$ cat src/rtl/pipe_ctrl.sv
// Pipeline stall/flush sequencer: merges hazard, fetch-wait, data-wait and mul/div events.
// Latency: Stall*/Flush* are combinational from state and inputs (0 cycles); state is registered.
// Backpressure: data wait holds F/D/E/M, mul/div holds F/D/E; optional PIPE_CTRL_PERF_EN adds counters.
module pipe_ctrl #(
  parameter int MDIV_TIMEOUT = 64,
  parameter int CNT_W        = 32
) (
  input  logic             clk,
  input  logic             rst_n,
  input  logic             lwStall,
  input  logic             PCSrc_E,
  input  logic             MulDivStart_E,
  input  logic             MulDivDone_E,
  input  logic             IMemReady_F,
  input  logic             DMemReq_M,
  input  logic             DMemReady_M,
  output logic             StallF,
  output logic             StallD,
  output logic             StallE,
  output logic             StallM,
  output logic             FlushD,
  output logic             FlushE,
  output logic             FlushM,
  output logic             FlushW,
  output logic             MDivTimeout,
  output logic [CNT_W-1:0] StallCycles,
  output logic [CNT_W-1:0] FlushCount
);

  localparam int TW = $clog2(MDIV_TIMEOUT);
  localparam logic [TW-1:0] TO_LAST = TW'(MDIV_TIMEOUT - 1);
  localparam logic [TW-1:0] TO_ONE  = TW'(1);

  typedef enum logic [1:0] {
    ST_RUN   = 2'd0,
    ST_DWAIT = 2'd1,
    ST_MDIV  = 2'd2
  } state_t;

  state_t        state_q, state_d;
  logic          redir_pend_q, redir_pend_d;
  logic [TW-1:0] mdiv_cnt_q, mdiv_cnt_d;
  logic          mdiv_to_q, mdiv_to_d;
  // Set by reset and cleared by the first clock edge afterwards; keeps the
  // pipeline flushed until the clock has actually started running.
  logic          init_q, init_d;

  logic dmem_wait;
  logic mdiv_exit;
  logic mdiv_timed_out;
  logic rule_data;
  logic rule_mdiv;
  logic redir_set;

  // Event decode shared by the output and next-state logic.
  always_comb begin
    dmem_wait      = DMemReq_M & ~DMemReady_M;
    mdiv_timed_out = (mdiv_cnt_q == TO_LAST);
    // The timeout cycle releases the pipe exactly like a done cycle.
    mdiv_exit      = MulDivDone_E | mdiv_timed_out;
    rule_data      = ~init_q & (((state_q == ST_DWAIT) & ~DMemReady_M) |
                                ((state_q == ST_RUN) & dmem_wait));
    rule_mdiv      = ~init_q & (((state_q == ST_MDIV) & ~mdiv_exit) |
                                ((state_q == ST_RUN) & MulDivStart_E));
    // A redirect only counts once E is free; otherwise the branch re-resolves later.
    redir_set      = ~init_q & ~rule_data & ~rule_mdiv & PCSrc_E & ~IMemReady_F;
  end

  // Priority-resolved stall/flush enables; only the highest active rule drives.
  always_comb begin
    StallF = 1'b0;
    StallD = 1'b0;
    StallE = 1'b0;
    StallM = 1'b0;
    FlushD = 1'b0;
    FlushE = 1'b0;
    FlushM = 1'b0;
    FlushW = 1'b0;
    if (init_q) begin
      FlushD = 1'b1;
      FlushE = 1'b1;
      FlushM = 1'b1;
      FlushW = 1'b1;
    end else begin
      if (rule_data) begin
        StallF = 1'b1;
        StallD = 1'b1;
        StallE = 1'b1;
        StallM = 1'b1;
        FlushW = 1'b1;
      end else if (rule_mdiv) begin
        StallF = 1'b1;
        StallD = 1'b1;
        StallE = 1'b1;
        FlushM = 1'b1;
      end else if (PCSrc_E) begin
        // Redirect beats a same-cycle load-use: the dependent op is squashed.
        FlushD = 1'b1;
        FlushE = 1'b1;
        StallF = ~IMemReady_F;
      end else if (lwStall) begin
        StallF = 1'b1;
        StallD = 1'b1;
        FlushE = 1'b1;
      end else if (!IMemReady_F) begin
        StallF = 1'b1;
        FlushD = 1'b1;
      end
      // The wrong-path fetch still in flight is dropped, including on its completion cycle.
      if (redir_pend_q) begin
        FlushD = 1'b1;
      end
    end
  end

  // Next-state logic for the sequencer, redirect tracking and mul/div watchdog.
  always_comb begin
    state_d      = state_q;
    redir_pend_d = redir_pend_q;
    mdiv_cnt_d   = '0;
    mdiv_to_d    = mdiv_to_q;
    init_d       = 1'b0;

    case (state_q)
      ST_RUN: begin
        if (dmem_wait) begin
          state_d = ST_DWAIT;
        end else if (MulDivStart_E) begin
          state_d = ST_MDIV;
        end
      end
      ST_DWAIT: begin
        if (DMemReady_M) begin
          state_d = ST_RUN;
        end
      end
      ST_MDIV: begin
        if (mdiv_exit) begin
          state_d = ST_RUN;
        end else begin
          mdiv_cnt_d = mdiv_cnt_q + TO_ONE;
        end
        if (mdiv_timed_out && !MulDivDone_E) begin
          mdiv_to_d = 1'b1;
        end
      end
      default: begin
        state_d = ST_RUN;
      end
    endcase

    if (IMemReady_F) begin
      redir_pend_d = 1'b0;
    end else if (redir_set) begin
      redir_pend_d = 1'b1;
    end

    if (init_q) begin
      state_d    = ST_RUN;
      mdiv_cnt_d = '0;
      mdiv_to_d  = 1'b0;
    end
  end

  // Sequencer state registers.
  always_ff @(posedge clk or negedge rst_n) begin
    if (!rst_n) begin
      state_q      <= ST_RUN;
      redir_pend_q <= 1'b0;
      mdiv_cnt_q   <= '0;
      mdiv_to_q    <= 1'b0;
      init_q       <= 1'b1;
    end else begin
      state_q      <= state_d;
      redir_pend_q <= redir_pend_d;
      mdiv_cnt_q   <= mdiv_cnt_d;
      mdiv_to_q    <= mdiv_to_d;
      init_q       <= init_d;
    end
  end

  assign MDivTimeout = mdiv_to_q;

`ifdef PIPE_CTRL_PERF_EN
  localparam logic [CNT_W-1:0] CNT_ONE = CNT_W'(1);

  logic [CNT_W-1:0] stall_cycles_q, stall_cycles_d;
  logic [CNT_W-1:0] flush_count_q, flush_count_d;

  // Free-running event counters; they wrap naturally at 2^CNT_W.
  always_comb begin
    stall_cycles_d = stall_cycles_q;
    flush_count_d  = flush_count_q;
    if (!init_q && StallF) begin
      stall_cycles_d = stall_cycles_q + CNT_ONE;
    end
    if (!init_q && FlushE) begin
      flush_count_d = flush_count_q + CNT_ONE;
    end
  end

  // Performance counter registers.
  always_ff @(posedge clk or negedge rst_n) begin
    if (!rst_n) begin
      stall_cycles_q <= '0;
      flush_count_q  <= '0;
    end else begin
      stall_cycles_q <= stall_cycles_d;
      flush_count_q  <= flush_count_d;
    end
  end

  assign StallCycles = stall_cycles_q;
  assign FlushCount  = flush_count_q;
`else
  assign StallCycles = '0;
  assign FlushCount  = '0;
`endif

endmodule

$ cat config.mk
export PLATFORM = sky130hd
export DESIGN_NAME = pipe_ctrl
export DESIGN_NICKNAME = d
export VERILOG_FILES = /design/src/rtl/pipe_ctrl.sv
export SDC_FILE = /design/constraint.sdc
export NUM_CORES = 1
export LEC_CHECK = 0
export BUFFER_PORTS_ARGS = -buffer_cell sky130_fd_sc_hd__buf_2
export CORE_MARGIN = 8
export CORE_UTILIZATION = 43
export DETAILED_ROUTE_END_ITERATION = 16
export HOLD_SLACK_MARGIN = 0.15
export PLACE_DENSITY = 0.94
export SLEW_MARGIN = 25
export SYNTH_ARGS = -nofsm -noshare
export SYNTH_HDL_FRONTEND = slang
export SYNTH_SLANG_ARGS = --single-unit
$ cat constraint.sdc
create_clock -name clk -period 2.8 [get_ports clk]
set_clock_uncertainty 0.1 [all_clocks]
set_input_delay 0.14 -clock clk [delete_from_list [all_inputs] [get_ports clk]]
set_output_delay 0.14 -clock clk [all_outputs]
set_load 0.01 [all_outputs]
# After elaboration in Yosys (flattened, before gate mapping)
# Cells that the tools add are included.
# totals
out_inout_bits	73
reg_bits	11
wordCells	83
input_bits	9
# classes
n_addsub	1
reduce_logical	8
n_mux	43
bitwise_logic	20
eq_ne	6
# ops
operator	n
1-bit 2-to-1 mux	34
6-bit 2-to-1 mux	3
1-bit AND	11
2-bit 2-to-1 mux	5
6-bit by 1-bit adder with 6-bit output (second input constant)	1
6-bit == test (second input constant)	1
3-bit inequality test (second input constant)	2
1-bit inverter	6
2-bit case mux with 3 select lines	1
2-bit nonzero test	3
4-bit inequality test (second input constant)	1
1-bit bitwise OR	3
3-bit AND reduction	1
2-bit by 1-bit == test with 1-bit output (second input constant)	1
2-bit == test (second input constant)	1
2-bit zero test	1
2-bit AND reduction	1
1-bit logical AND	1
1-bit zero test	1

# Longest topological paths before layout
# depth
ltp_word	12
mapped_depth	4

# Worst setup path before layout
# OpenSTA, ideal clock, no wires.
# synth_path
kind	reg2out
from	register state_q[0]
to	output port FlushE
setup_slack_ns	1.045
path_buffers	0
stages_incl_launch_ff	5
t_arrival_ns	1.515
cell_sequence	dfrtp_1 > or2_2 > nand3_1 > inv_1 > o41ai_1
# synth_between
elab_chain_cells	7
elab_cells_between_ends	14
classes_between	2 x eq/ne; 3 x mux; 8 x bitwise; 1 x reduce/logical
# synth_rtl
element	line	text
start: declaration	40	state_t state_q, state_d;
start signal: assignment	174	state_q <= state_d;
2-bit == test / 2-bit zero test (equally long branches)	63, 62, 64	
1-bit AND (on tied branches)	63, 64	
1-bit bitwise OR	63	rule_mdiv = ~init_q & (((state_q == ST_MDIV) & ~mdiv_exit) |
1-bit AND	63	
1-bit 2-to-1 mux	91	end else if (rule_mdiv) begin
1-bit 2-to-1 mux (*)	85	if (rule_data) begin
1-bit 2-to-1 mux (*)	79	if (init_q) begin
end: declaration	22	output logic FlushE,
# Every way passes the cells marked *; elsewhere a longest branch is shown, timed or not.

# Worst setup path in the final report
# layout_path
from	register init_q
to	register redir_pend_q
# layout_between
elab_chain_cells	8
elab_cells_between_ends	10
classes_between	9 x bitwise; 1 x reduce/logical
# layout_rtl
element	line	text
start: declaration	46	logic init_q, init_d;
start signal: assignment	178	init_q <= init_d;
1-bit inverter (*)	61, 63, 66	
1-bit AND	61	rule_data = ~init_q & (((state_q == ST_DWAIT) & ~DMemReady_M) |
1-bit inverter	66	redir_set = ~init_q & ~rule_data & ~rule_mdiv & PCSrc_E & ~IMemReady_F;
1-bit AND	66	
1-bit AND (*) (3 in a row)	66	
2-bit nonzero test (no source line) (*)	--	
end signal: assignment	175	redir_pend_q <= redir_pend_d;
end: declaration	41	logic redir_pend_q, redir_pend_d;
# Marked as above.
# A chain may end at the register's enable or synchronous reset.

==> out/qor.csv <==
stage;metric;value;unit
run_status;status;finished clean;
setup_path;cp.arrival;2.31;ns
cts;cts_tree;yes;
global_routing;grt.total_usage;0.0892;
logic_synthesis;yosysSeqAreaShare;0.255;
layout;nets;161;
routing;drt-total-wl;2160;microns
min_path;hp-class;in -> async;
routing;drt_first_iter_violations;21;
cts;cts_resized;0;
routing;avgRoutedWirePerCell;12.0;microns
timing;slew_viol_final;0;
layout;antenna_cells;0;
logic_synthesis;yosysWarnings;0;
die;fp.dieW;66.3;microns
routing;drc;0;
cts;cts_setup_buffers;0;
place;port_buffers;17;
cts;cts_buffers;3;
setup_path;critPathMaxStageDelay;0.67;ns
setup_path;r2r-end;redir_pend_q;
timing;period_share;0.809;
timing;setup-tns-final;0;ns
setup_path;worstSetupStartpointType;flip-flop;
setup_path;rr_worst_depth;4;
logic_synthesis;syn_inst;125;
cts;insertion_delay;0.27;ns
die;die_h;66.3;microns
die;coreArea;2430;sq um
layout;multi_input_area;549;sq um
place;dpl.hpwl;1770;microns
logic_synthesis;syn_area;1090;sq um
global_routing;grt_start_max_net_pins;12;
timing;grt_setup_unrepaired;false;
routing;vias;725;
logic_synthesis;synth_seq_cells;11;
routing;drt.antenna.violating_nets;0;
power_and_ir_drop;ir_worst_vdd;0.206;mV
setup_path;crit_type;reg -> reg;
global_routing;grt_pass1_wl;3140;microns
die;io_pins;82;
die;fp-row-count;18;
global_routing;overflow;0;
die;start_util;0.447;
timing;period_minus_slack;2.26;ns
layout;drive_gt1_frac;0.180;
setup_path;cp_cell_sequence;or4b_1 > a31oi_2 > o32ai_1 > dlygate4sd3_1;
setup_path;required;2.85;ns
setup_path;r2r_start;init_q;
timing;finalSetupViolCount;0;
routing;firstDrtPassIters;4;
layout;final_common_cell;conb_1;
cts;htree_num_levels;1;
logic_synthesis;avgSynthCellArea;8.69;sq um
layout;regArea;277;sq um
place;finalWeightedCongestion;0.731;
flow_run;maxCapViolCount;0;
setup_path;cp_slowest_cell;or4b_1;
global_routing;antenna_found_initial;0;
setup_path;critPathTopFamily;simple AND/OR/NAND/NOR gates;
die;dieArea;4390;sq um
cts;clock-root-buffer;clkbuf_4;
layout;syn_to_final_growth;-4.26;%
setup_path;crit_path_max_fanout;7;
place;dpl_worst_slack;0.920;ns
cts;clkSlewWorstSetupHoldPaths;0.07;ns
power_and_ir_drop;p_leak;0.000588;uW
timing;fmax;442;MHz
logic_synthesis;synth-edff-count;0;
global_routing;grt_pass1_vias;690;
logic_synthesis;async_flop_share;1.00;
layout;final.fill_count;245;
timing;timing.final.ws_setup;0.535;ns
setup_path;path_buf_inv;1;
timing;hold_viol;0;
layout;final_cell_mix;conb_1 (65), buf_2 (17), dfrtp_1 (10);
routing;vias_per_cell;4.03;
setup_path;crit_path_end_kind;flip-flop;
power_and_ir_drop;power_density;363;nW/um^2
cts;max-clock-path-buffers;2;
logic_synthesis;synth_cell_types;32;
cts;cts.sinks;11;
setup_path;reg2reg_slack;0.54;ns
logic_synthesis;synth_ff_type;dfrtp_1;
registers in the layout, indices dropped and copies added, names as in the netlist:
| name | flops |
|---|---|
| mdiv_cnt_q | 6 |
| state_q | 2 |
| MDivTimeout | 1 |
| init_q | 1 |
| redir_pend_q | 1 |
layer usage:
layer | up-vias | GRT usage | share of wire
met1 | 327 | 0.105 | 0.38
met3 | 5 | 0.0271 | 0.13
met2 | 54 | 0.140 | 0.47
met5 | - | 0 | 0
met4 | 0 | 0.0507 | 0.016
li1 | 339 | - | -
per-stage QoR:
stage / cell area [sq um] / std cells / hold slack [ns] / utilization / total power (uW)
finish: 1040 / 180 / 0.168 / 0.427 / 377
global route: 1040 / 180 / 0.208 / 0.427 / 401
CTS: 1040 / 180 / 0.162 / 0.427 / 378
detailed placement: 963 / 171 / -0.0821 / 0.396 / 263
global placement: 963 / 171 / -0.0843 / 0.396 / 262
floorplan: 1330 / 189 / -0.256 / - / 305
Yosys cell counts (2+ instances only):
library cell / number / area share
dfrtp_1: 10 / 0.23
o21ai_0: 2 / 0.0092
a31oi_1: 2 / 0.012
nor3b_1: 2 / 0.014
buf_4: 64 / 0.44
xor2_1: 2 / 0.016
nor2_1: 9 / 0.031
nand3_1: 6 / 0.028
a21oi_1: 2 / 0.0092
inv_1: 4 / 0.014
where the power goes:
group	switching, uW	leakage [uW]	total [uW]	internal [uW]
sequential	4.02	0.000148	168	164
combinational	74.5	0.000425	104	29.3
clock	50.8	0.0000150	106	55.2
worst reg2reg max path: stages, from the launching register on:
cell and delay [ns]:
dfstp_2 0.40, or4b_1 0.67, a31oi_2 0.28, o32ai_1 0.13, dlygate4sd3_1 0.57
logic make-up after synthesis:
logic type                 synth area share
adders and majority gates            0.0115
other                               0.00345
xor gates and xnor gates             0.0242
DFF                                   0.255
and+or+nand+nor                       0.129
AOI/OAI and AO/OA                     0.116
buffers and inverters                 0.461
area by class of cell:
type | count | area share
clock buffers | 4 | 0.0253
flip-flops and latches | 11 | 0.266
multi-input cells | 109 | 0.528
well taps | 30 | 0.0361
repair buffers | 22 | 0.130
inverters | 4 | 0.0144
what timing repair did:
action | CTS | global route
hold endpoints to repair | 13 | 0
hold buffers | 5 | 0
setup endpoints to repair | 0 | 0
worst max path at each step:
stage                     startpoint            to  cells after the start
final                         init_q  redir_pend_q                      4
after global routing       DMemReq_M        FlushE                      7
after CTS                  DMemReq_M        FlushE                      7
after detailed placement      init_q        StallF                      4
after global placement        init_q        StallF                      4
after floorplan           state_q[0]        FlushE                      4
Note: power is estimated with default switching activity, not from simulation.
